## src/rtl/chnl_pkg.sv

```systemverilog
// Shared constants and types for the channel ingress buffer.
// Holds: default data width, stall counter type, pointer-width helper.
// No logic; imported by chnl_fifo_mem and chnl_slave_fifo.
package chnl_pkg;

  localparam int CHNL_DW_DEFAULT = 32;
  localparam int STALL_CNT_W     = 16;

  typedef logic [STALL_CNT_W-1:0] stall_cnt_t;

  // Pointer width for a power-of-two DEPTH (>= 2); pointers wrap naturally.
  function automatic int chnl_ptr_w(input int depth);
    return $clog2(depth);
  endfunction

endpackage

```

## src/rtl/chnl_fifo_mem.sv

```systemverilog
// Dual-port storage array: synchronous write, asynchronous (combinational) read.
// Latency: written word readable after the write edge; read path has zero latency.
// Backpressure: none here; the caller gates wr_en_i.
// Ports: clk_i, wr_en_i/wr_addr_i/wr_data_i (write side), rd_addr_i/rd_data_o (read side).
module chnl_fifo_mem
  import chnl_pkg::*;
#(
  parameter int DW    = CHNL_DW_DEFAULT,
  parameter int DEPTH = 32,
  parameter int AW    = chnl_ptr_w(DEPTH)
) (
  input  logic          clk_i,
  input  logic          wr_en_i,
  input  logic [AW-1:0] wr_addr_i,
  input  logic [DW-1:0] wr_data_i,
  input  logic [AW-1:0] rd_addr_i,
  output logic [DW-1:0] rd_data_o
);

  // Contents are deliberately not reset; validity is tracked by the count.
  logic [DW-1:0] r_mem [DEPTH];

  always_ff @(posedge clk_i) begin
    if (wr_en_i) begin
      r_mem[wr_addr_i] <= wr_data_i;
    end
  end

  assign rd_data_o = r_mem[rd_addr_i];

endmodule

```

## src/rtl/chnl_slave_fifo.sv

```systemverilog
// Channel ingress buffer: first-word-fall-through FIFO between a channel and the arbiter.
// Latency: a word pushed at edge N is at the head after edge N; no empty bypass.
// Backpressure: ch_ready_o = en_i && !full, independent of out_ready_i (full never accepts).
// Ports: clk_i, rstn_i (async active-low), en_i; ch_data_i/ch_valid_i/ch_ready_o upstream;
//   out_data_o/out_valid_o/out_ready_i downstream; margin_o (free entries), almost_full_o;
//   stall_clr_i/stall_cnt_o stall counter, present only with CHNL_STALL_CNT_EN defined.
module chnl_slave_fifo
  import chnl_pkg::*;
#(
  parameter int DW       = CHNL_DW_DEFAULT,
  parameter int DEPTH    = 32,
  parameter int AF_LEVEL = DEPTH - 4
) (
  input  logic                   clk_i,
  input  logic                   rstn_i,
  input  logic                   en_i,
  input  logic [DW-1:0]          ch_data_i,
  input  logic                   ch_valid_i,
  output logic                   ch_ready_o,
  output logic [DW-1:0]          out_data_o,
  output logic                   out_valid_o,
  input  logic                   out_ready_i,
  output logic [$clog2(DEPTH):0] margin_o,
  output logic                   almost_full_o,
  input  logic                   stall_clr_i,
  output logic [STALL_CNT_W-1:0] stall_cnt_o
);

  localparam int PW = chnl_ptr_w(DEPTH);
  localparam int CW = PW + 1;

  localparam logic [CW-1:0] DEPTH_C = CW'(DEPTH);
  localparam logic [CW-1:0] AF_C    = CW'(AF_LEVEL);

  logic [PW-1:0] r_wr_ptr;
  logic [PW-1:0] r_rd_ptr;
  logic [CW-1:0] r_count;

  logic w_push;
  logic w_pop;

  assign ch_ready_o    = en_i && (r_count != DEPTH_C);
  assign out_valid_o   = (r_count != '0);
  assign w_push        = ch_valid_i && ch_ready_o;
  assign w_pop         = out_valid_o && out_ready_i;
  assign margin_o      = DEPTH_C - r_count;
  assign almost_full_o = (r_count >= AF_C);

  always_ff @(posedge clk_i or negedge rstn_i) begin
    if (!rstn_i) begin
      r_wr_ptr <= '0;
      r_rd_ptr <= '0;
      r_count  <= '0;
    end else begin
      if (w_push) begin
        r_wr_ptr <= r_wr_ptr + PW'(1);
      end
      if (w_pop) begin
        r_rd_ptr <= r_rd_ptr + PW'(1);
      end
      // Push and pop together leave the count unchanged.
      case ({w_push, w_pop})
        2'b10:   r_count <= r_count + CW'(1);
        2'b01:   r_count <= r_count - CW'(1);
        default: r_count <= r_count;
      endcase
    end
  end

  chnl_fifo_mem #(
    .DW    (DW),
    .DEPTH (DEPTH),
    .AW    (PW)
  ) u_mem (
    .clk_i     (clk_i),
    .wr_en_i   (w_push),
    .wr_addr_i (r_wr_ptr),
    .wr_data_i (ch_data_i),
    .rd_addr_i (r_rd_ptr),
    .rd_data_o (out_data_o)
  );

`ifdef CHNL_STALL_CNT_EN
  stall_cnt_t r_stall_cnt;

  // Clear wins over increment; the counter holds at all-ones.
  always_ff @(posedge clk_i or negedge rstn_i) begin
    if (!rstn_i) begin
      r_stall_cnt <= '0;
    end else if (stall_clr_i) begin
      r_stall_cnt <= '0;
    end else if (ch_valid_i && !ch_ready_o && (r_stall_cnt != '1)) begin
      r_stall_cnt <= r_stall_cnt + STALL_CNT_W'(1);
    end
  end

  assign stall_cnt_o = r_stall_cnt;
`else
  logic w_unused_stall_clr;
  assign w_unused_stall_clr = stall_clr_i;
  assign stall_cnt_o        = '0;
`endif

endmodule

```

## config.mk

```make
export PLATFORM = sky130hd
export DESIGN_NAME = chnl_slave_fifo
export DESIGN_NICKNAME = d
export VERILOG_FILES = /design/src/rtl/chnl_pkg.sv /design/src/rtl/chnl_fifo_mem.sv /design/src/rtl/chnl_slave_fifo.sv
export SDC_FILE = /design/constraint.sdc
export NUM_CORES = 1
export LEC_CHECK = 0
export ABC_AREA = 0
export BUFFER_PORTS_ARGS = -buffer_cell sky130_fd_sc_hd__buf_2
export CAP_MARGIN = 20
export CORE_ASPECT_RATIO = 1.1
export CORE_MARGIN = 2
export CORE_UTILIZATION = 40
export CTS_CLUSTER_SIZE = 40
export DETAILED_ROUTE_END_ITERATION = 8
export HOLD_SLACK_MARGIN = 0.15
export PLACE_DENSITY = 0.55
export SETUP_SLACK_MARGIN = 0.3
export SYNTH_ARGS = -nofsm -noshare
export SYNTH_HDL_FRONTEND = slang
export SYNTH_HIERARCHICAL = 1
export SYNTH_SLANG_ARGS = --single-unit
export TNS_END_PERCENT = 1
```

## constraint.sdc

```tcl
create_clock -name clk_i -period 3.6 [get_ports clk_i]
set_clock_uncertainty 0.05 [all_clocks]
set_input_delay 0.72 -clock clk_i [delete_from_list [all_inputs] [get_ports clk_i]]
set_output_delay 0.72 -clock clk_i [all_outputs]
set_load 0.01 [all_outputs]
```

======== After elaboration in Yosys (flattened, before gate mapping) ========
Memory sizes are Yosys's and may differ from the RTL's.
Index checks and enable logic that the tools add are counted.
cells by class
  add/subtract/negate cells ............... 5
  $mul .................................... 0
  div/mod/pow operators ................... 0
  $lt $le $gt $ge ......................... 1
  equal/unequal tests ..................... 3
  shift operators ......................... 0
  multiplexer cells ....................... 3
  bitwise operators ....................... 0
  reduce and logical (&&, ||, !) cells .... 5
operator list
  cell                   count
  $pmux W6 S2            1
  $add A5 B1 Y5 const B  2
  $add A6 B1 Y6 const B  1
  $ge A6 B5 Y1 const B   1
  $ne A6 B6 Y1 const B   1
  $reduce_bool A6 Y1     1
  $sub A6 B1 Y6 const B  1
  $sub A6 B6 Y6 const A  1
  $logic_and A1 B1 Y1    3
  $eq A2 B1 Y1 const B   1
  $eq A2 B2 Y1 const B   1
  $mux W1                2
  $reduce_bool A2 Y1     1
storage, ports and cells
  register bits ........................... 16
  bits in latches ......................... 0
  RAM bits ................................ 1,024
  bits in read-only memories .............. 0
  input bits .............................. 38
  output and inout port bits .............. 57
  logic and storage cells ................. 21
  memories ................................ 1
memories
  name         words  bits a word  rd ports  clocked after Yosys merged registers in  wr ports  line                 text
  u_mem.r_mem  32     32           1         0                                        1         chnl_fifo_mem.sv:21  logic [DW-1:0] r_mem [DEPTH];

======== Longest topological paths before layout ========
Gate-level depths: netlist of run 1.
  word-level depth ........................ 5
  depth in mapped cells ................... 11

======== Hierarchy ========
Netlist of run 1, hierarchy kept.
by module, submodules not included
  module           times used  cells an instance  area each (um2)  sequential area each (um2)
  chnl_fifo_mem    1           2,228              39,844.5         30,749.5
  chnl_slave_fifo  1           110                1,126.1          400.4

======== Worst setup path after synthesis of run 1 ========
No wires, ideal clock.
  kind .................................... reg-to-reg
  from .................................... register r_count[0]
  to ...................................... memory u_mem/r_mem[28][0] (netlist bit), enable pin
  library setup time ...................... 0.421 ns
  arrival time ............................ 3.314 ns
  required time ........................... 3.129 ns
  setup slack ............................. -0.185 ns
  cell stages (with the launch flop) ...... 10
  path buffers ............................ 1
  path through ............................ dfrtp_1 inv_1 ha_1 nor4b_4 a21oi_2 nand2_2 inv_4 or3b_2 clkbuf_1 nor2_1
between the ends
  word-level cells in the longest chain between the ends .. 5
RTL lines
  what                           line                   text
  start, declared                chnl_slave_fifo.sv:37  logic [CW-1:0] r_count;
  start signal, assigned         chnl_slave_fifo.sv:63  2'b10: r_count <= r_count + CW'(1);
  start signal, assigned         chnl_slave_fifo.sv:64  2'b01: r_count <= r_count - CW'(1);
  start signal, assigned         chnl_slave_fifo.sv:65  default: r_count <= r_count;
  $ne A6 B6 Y1                   chnl_slave_fifo.sv:42  assign ch_ready_o = en_i && (r_count != DEPTH_C);
  $logic_and A1 B1 Y1            chnl_slave_fifo.sv:42
  net ch_ready_o                 chnl_slave_fifo.sv:19  output logic ch_ready_o,
  $logic_and A1 B1 Y1            chnl_slave_fifo.sv:44  assign w_push = ch_valid_i && ch_ready_o;
  net w_push                     chnl_slave_fifo.sv:39  logic w_push;
  $mux W1                        chnl_fifo_mem.sv:24    if (wr_en_i) begin
  $mux W1 (not written as such)  chnl_fifo_mem.sv:25    r_mem[wr_addr_i] <= wr_data_i;
  end, declared                  chnl_fifo_mem.sv:21
The timed path passes the listed nets, and every way through them passes these cells.

======== Worst setup path after layout of run 1 ========
  from .................................... register r_rd_ptr[0]
  to ...................................... output out_data_o[8]
between the ends
  word-level cells in the longest chain between the ends .. 1
RTL lines
  what                    line                   text
  start, declared         chnl_slave_fifo.sv:36  logic [PW-1:0] r_rd_ptr;
  start signal, assigned  chnl_slave_fifo.sv:59  r_rd_ptr <= r_rd_ptr + PW'(1);
  $mem_v2 Z32 W32         n/a
  end, declared           chnl_slave_fifo.sv:20  output logic [DW-1:0] out_data_o,
Every way passes these cells.

==> metrics.txt, run 1 <==
total gr overflow=0; Slew HR=56.7%; synthesized cell area=41000 µm²; clock edge transition at the registers on the reported setup and hold paths=0.07 ns; port buffer count=77; GR Util met1=25.7%; Initial Utilization=40.2%; sequential cell area=31200 µm²; CTS Buffer Depth=3; largest net degree at the start of global routing=43; CTS tree=yes; Area Growth Syn to Fin=19.5%; max-cap viol count=0; Synth Area per Inst=17.5 µm²; H-tree depth=3; clock insertion delay at the later pin of the skew report=0.67 ns; first-pass GRT wire length=152 mm; number of library cell types mapped by synthesis=48; crit path max fanout=8; TritonCTS Buffers=100; WS Path Type=flip-flop to primary output; Num Clock Sinks=1040; layout cells sized above 1=19.6%; final hold slack=0.407 ns; initial antenna violation count=9; fin nets=2629; grt met2 use=34.2%; kind of cell adding the most delay to the critical path=buffers and inverters; Final Max Slew Viols=0; antenna viol nets, final=0; Worst setup EP type=primary output; Final Hold Viols=0; Multi-input gate area=9590 µm²; unrepaired setup endpoints after global routing=yes; Worst Path Buf+Inv=5; Leak Pwr=0.0172 µW; predominant post-synthesis flop cell=edfxtp_1; Power Density=785 nW/µm²; Vias=21827; CP Launch Type=flip-flop; worst hold path class=input port to flip-flop; Final min period=3.48 ns; EDFF count, synth=1024; outcome=finished clean; Core Area=102000 µm²; Post-DP HPWL=56.9 mm; DRT Pass-1 Iters=5; # DRC=0; chip width=309 µm; Root Buffer Master=clkbuf_16; Final GP Congestion=0.750; Tcrit/Tclk final=96.7%; GRT busiest layer=met2; # fillers=8538; most common cell after layout, fill and taps aside=edfxtp_1; I/O Pins=95; WL final=107 mm; slowest stage delay, CP=0.52 ns; GR Util All Layers=20.2%; fraction of registers with async set or reset after synthesis=1.54%; VDD IR max=0.420 mV; crit path cell chain=buf_12, buf_16, buf_4, buf_4, mux2i_1, a22oi_1, a31oi_1, nand3_2, buf_2; flops & latches, synth=1040; routed len/inst=26.5 µm; Worst EP arrival=2.71 ns; number of global-route vias before repair=22130; Yosys warning total=6; overall power=38500 µW; initial drt markers=1560; commonest non-fill, non-tap cells in the layout=edfxtp_1 (1024), mux2i_1 (510), clkbuf_16 (106); Vias/cell=5.40; FP Rows=123; worst-margin pin slew=0.650 ns; post-synthesis sequential area ratio=76.0%; Mapped Cells=2338; Max Clk Rate=287 MHz; met3 Usage GRT=3.45%; die height=340 µm; setup violators final=0; Crit-path slowest cell=dfrtp_4; Crit path required time=2.83 ns; die area=105000 µm²; Worst path most repeated cell=buf_4
## flip-flops by register name (all words and copies together) (netlist names)
register / cells
u_mem/r_mem: 1024
r_count: 6
r_rd_ptr: 5
r_wr_ptr: 5
## tightest hold or removal path: cells and delay by family
family	cells	cell delay, ns
buffers and inverters	2	0.20
AND/OR/NAND/NOR	1	0.09
XOR/XNOR	1	0.07
## per-stage QoR
| step | setup slack (ns) | util, % | setup TNS (ns) | cell area (µm²) | std cells |
|---|---|---|---|---|---|
| final | 0.119 | 48.1 | 0 | 49000 | 4042 |
| after global routing | 0.0433 | 48.1 | 0 | 49000 | 4040 |
| after CTS | 0.0907 | 47.7 | 0 | 48600 | 4025 |
| after detailed placement | 0.352 | 43.3 | 0 | 44100 | 3788 |
| after global placement | 0.399 | 43.3 | 0 | 44100 | 3788 |
| after floorplan | -0.185 | - | -46.45 | 41000 | 2353 |
## final timing paths
check / startpoint / to / slack (ns) / cells past startpoint
min: ch_valid_i / r_wr_ptr[0]$_DFFE_PN0P_ / 0.41 / 4
min in group asynchronous: rstn_i / r_wr_ptr[2]$_DFFE_PN0P_ / 0.46 / 2
max reg2reg: r_count[0]$_DFFE_PN0P_ / u_mem/r_mem[24][20]$_DFFE_PP_ / 0.38 / 9
min reg2reg: r_wr_ptr[0]$_DFFE_PN0P_ / r_wr_ptr[0]$_DFFE_PN0P_ / 0.56 / 1
max in group asynchronous: rstn_i / r_rd_ptr[0]$_DFFE_PN0P_ / 2.73 / 2
max: r_rd_ptr[0]$_DFFE_PN0P_ / out_data_o[8] / 0.12 / 9
## layout make-up
type / count / share of cell area, %
clock buffer: 130 / 5.47
antenna: 2 / 0.0102
timing repair buffer: 272 / 6.68
tap: 1375 / 3.51
inverter: 6 / 0.0511
clock inverter: 55 / 1.09
multi-input combinational: 1162 / 19.6
sequential: 1040 / 63.6
## synthesized netlist by cell type, types with 2 or more instances
master	n	area share [%]
dfrtp_1	16	0.98
xor2_1	4	0.086
xnor2_1	11	0.24
a21oi_1	99	1.2
or3b_2	3	0.064
nor3b_1	2	0.037
buf_4	50	0.92
nand3_1	99	1.2
mux2_2	3	0.082
buf_2	27	0.33
nand2_1	106	0.97
edfxtp_1	1024	75
a21o_1	2	0.037
ha_1	8	0.24
a22o_1	64	1.4
clkbuf_1	47	0.43
a22oi_1	96	1.8
buf_6	15	0.41
clkbuf_4	2	0.037
nand2b_1	2	0.031
buf_1	5	0.046
nand4_1	4	0.061
nor2_1	37	0.34
nor2b_1	3	0.046
nor3_1	33	0.40
inv_1	5	0.046
a31oi_1	32	0.49
o21ai_0	4	0.049
nand3b_1	5	0.092
mux2i_1	512	13
## power breakdown
part / switching, µW / internal (µW)
Sequential: 285 / 13800
Clock: 4380 / 5960
Combinational: 7850 / 6230
Total: 12500 / 25900
## timing repair
action                     in CTS  in global routing
setup endpoints to repair      32                 59
resized for setup              78                 38
pin swaps                      16                 16
hold buffers                    1                  0
cloned                         17                  3
hold endpoints to repair       16                  0
setup buffers                  34                 12
## metal layers
metal  routed length (µm)  vias up  part of all wire [%]
met5                   70        -                 0.065
met4                 3690       12                   3.5
met3                 5340      165                   5.0
met2                53500      553                    50
met1                44500    11368                    42
li1                     -     9729                     -
## cell families (layout without fill, tap and decap cells)
| kind of cell | count (synthesis) | after routing | share of synthesized area, % |
|---|---|---|---|
| AO/OA/AOI/OAI | 304 | 304 | 5.08 |
| buffers and inverters | 152 | 463 | 2.23 |
| other | 1 | 18 | 0.00915 |
| AND/OR/NAND/NOR | 301 | 302 | 3.41 |
| XOR/XNOR | 15 | 15 | 0.321 |
| flip-flops | 1040 | 1040 | 76.0 |
| multiplexers | 516 | 516 | 12.6 |
| adder cells (fa/ha/maj) | 9 | 9 | 0.293 |
Note: power is estimated with default switching activity, not from simulation.
==> run 2: changes to the inputs <==
Settings changed: CORE_UTILIZATION 40 to 56, GPL_ROUTABILITY_DRIVEN from default to 1, PLACE_DENSITY 0.55 to 0.73.
==> metrics.txt, run 2 (synthesis gave the netlist of run 1 again) <==
Area Growth Syn to Fin=16.9%; Hold Path Sink=r_wr_ptr[0]$_DFFE_PN0P_; failing checks=negative setup slack; initial drt markers=2589 (+66%); crit path cell chain=buf_12, buf_6, buf_16, mux2i_1, a22o_1, nor3_2, a31oi_1, nand3_1, buf_2; Final GP Congestion=0.799 (+6.6%); WL final=104 mm (-3.3%); largest registers=u_mem/r_mem: 1024 flops, r_count: 6 flops; Final WS setup=-0.00763 ns (-0.127 ns); setup violators final=1 (+1); Design Area, Final=47900 µm² (-2.2%); port buffer count=77 (unchanged); die height=288 µm (-15%); FP Rows=104 (-15%); largest net degree at the start of global routing=37 (-14%); Final min period=3.61 ns (+0.127 ns); Crit-path slowest cell=dfrtp_4; WS Path Type=flip-flop to primary output; hold path cells=4 (unchanged); Hold Startpoint=ch_valid_i; DRT Pass-1 Iters=5 (unchanged); CP Launch Type=flip-flop; Tcrit/Tclk final=100% (+3.5 points); Leak Pwr=0.0170 µW (-1.3%); worst-margin pin slew=0.612 ns (-0.0373 ns); chip width=262 µm (-15%); worst hold path class=input port to flip-flop; Biggest register=u_mem/r_mem; commonest non-fill, non-tap cells in the layout=edfxtp_1 (1024), mux2i_1 (512), nand2_1 (105); first-pass GRT wire length=148 mm (-2.3%); GR Util All Layers=27.4% (+7.2 points); Placed Instance Area=43500 µm² (-1.5%); max FFs per register=1024 (unchanged); Num Clock Sinks=1040 (unchanged); antenna viol nets, final=0 (unchanged); reg2reg start=r_count[1]$_DFFE_PN0P_; # DRC=0 (unchanged); Crit path required time=2.83 ns (about the same); # fillers=4633 (-46%); unrepaired setup endpoints after global routing=yes; total gr overflow=0 (unchanged); H-tree depth=3 (unchanged); clock edge transition at the registers on the reported setup and hold paths=0.06 ns (about the same); die area=75300 µm² (-28%); I/O Pins=95 (unchanged); r2r setup slk=0.34 ns (-0.04 ns); layout cells sized above 1=18.1% (-1.5 points); TritonCTS Buffers=95 (-5.0%); Final Max Slew Viols=0 (unchanged); routed len/inst=28.9 µm (+9.1%); Worst R2R Path Depth=11 (+2); slowest stage delay, CP=0.52 ns (about the same); max-cap viol count=0 (unchanged); Vias=22753 (+4.2%); crit path max fanout=9 (+1); reg-to-reg endpoint=r_count[5]$_DFFE_PN0P_; Vias/cell=6.35 (+18%); Initial Utilization=56.3% (+16 points); setup TNS=-0.00763 ns (-0.00763 ns); fin nets=2594 (-1.3%); Worst setup EP type=primary output; clock insertion delay at the later pin of the skew report=0.67 ns (about the same); Root Buffer Master=clkbuf_16; Slew HR=59.2% (+2.5 points); CTS Buffer Depth=3 (unchanged); CTS tree=yes; Core Area=72700 µm² (-29%); Power Density=782 nW/µm² (-0.44%); initial antenna violation count=6 (-3); Worst EP arrival=2.84 ns (+0.13 ns); number of global-route vias before repair=22553 (+1.9%); Max Clk Rate=277 MHz (-3.5%); Final Hold Viols=0 (unchanged); Post-DP HPWL=54.3 mm (-4.4%); VDD IR max=0.447 mV (+6.3%); outcome=complete, but fails checks; most common cell after layout, fill and taps aside=edfxtp_1
==> run 2: cell count changes in the layout (fill, tap and decap cells not counted), sizes merged <==
cell / change
buf: -30
clkbuf: -16
bufinv: +5
bufbuf: +4
clkinvlp: -1
diode: +1
or2: -1
==> run 2: worst max path at each step <==
stage	startpoint	end	slack (ns)
after floorplan	r_count[0]$_DFFE_PN0P_	u_mem/r_mem[28][0]$_DFFE_PP_	-0.19
after global placement	r_rd_ptr[2]$_DFFE_PN0P_	out_data_o[29]	0.50
after detailed placement	r_count[1]$_DFFE_PN0P_	r_count[5]$_DFFE_PN0P_	0.40
after CTS	r_rd_ptr[0]$_DFFE_PN0P_	out_data_o[15]	0.15
after global routing	r_rd_ptr[0]$_DFFE_PN0P_	out_data_o[12]	0.002
final	r_rd_ptr[0]$_DFFE_PN0P_	out_data_o[12]	-0.008
==> run 2: cell type report <==
type / count / area (µm²) / share of cell area [%]
flip-flops and latches: 1040 / 31200 / 65.1
multi-input cells: 1161 / 9400 / 19.6
repair buffers: 243 / 2890 / 6.04
clock buffers: 117 / 2530 / 5.29
well taps: 954 / 1190 / 2.49
clock inverters: 59 / 678 / 1.42
inverters: 6 / 25.0 / 0.0523
diodes: 3 / 7.51 / 0.0157
==> run 2: stage by stage <==
stage,total power (µW),hold slack (ns),setup slack (ns),std cells,util (%)
detailed placement,25300,0.511,0.398,3355,59.7
floorplan,21500,0.374,-0.185,2353,-
finish,37400,0.425,-0.00763,3583,65.8
global placement,25100,0.493,0.499,3355,59.7
CTS,37300,0.391,0.146,3580,65.8
global route,38600,0.422,0.00244,3580,65.8
==> run 2: timing repair <==
item,in CTS,in global routing
hold buffers,1,0
gates resized for setup,64,8
setup endpoints to repair,32,33
pin swaps,20,3
cloned,17,0
endpoints found under the hold margin,16,0
buffers inserted,31,0
==> run 2: report_power, final <==
part / internal [µW] / leakage, µW / switching, µW
combinational: 5620 / 0.00603 / 7430
sequential: 13800 / 0.00940 / 280
clock: 6080 / 0.00159 / 4280
total: 25400 / 0.0170 / 12000
==> run 2: worst max-delay path, delay by kind of cell (launching register included) <==
kind	cells	cell delay (ns)
compound gates	2	0.52
buf+inv	4	0.66
flops	1	0.52
mux	1	0.22
simple gates	2	0.27
==> run 2: metal layers <==
metal	vias up	GRT usage [%]	wire length, µm
li1	9665	-	-
met1	11730	36.2	39500
met2	1124	45.9	51400
met3	228	4.73	8950
met4	6	9.87	3660
met5	-	0	34
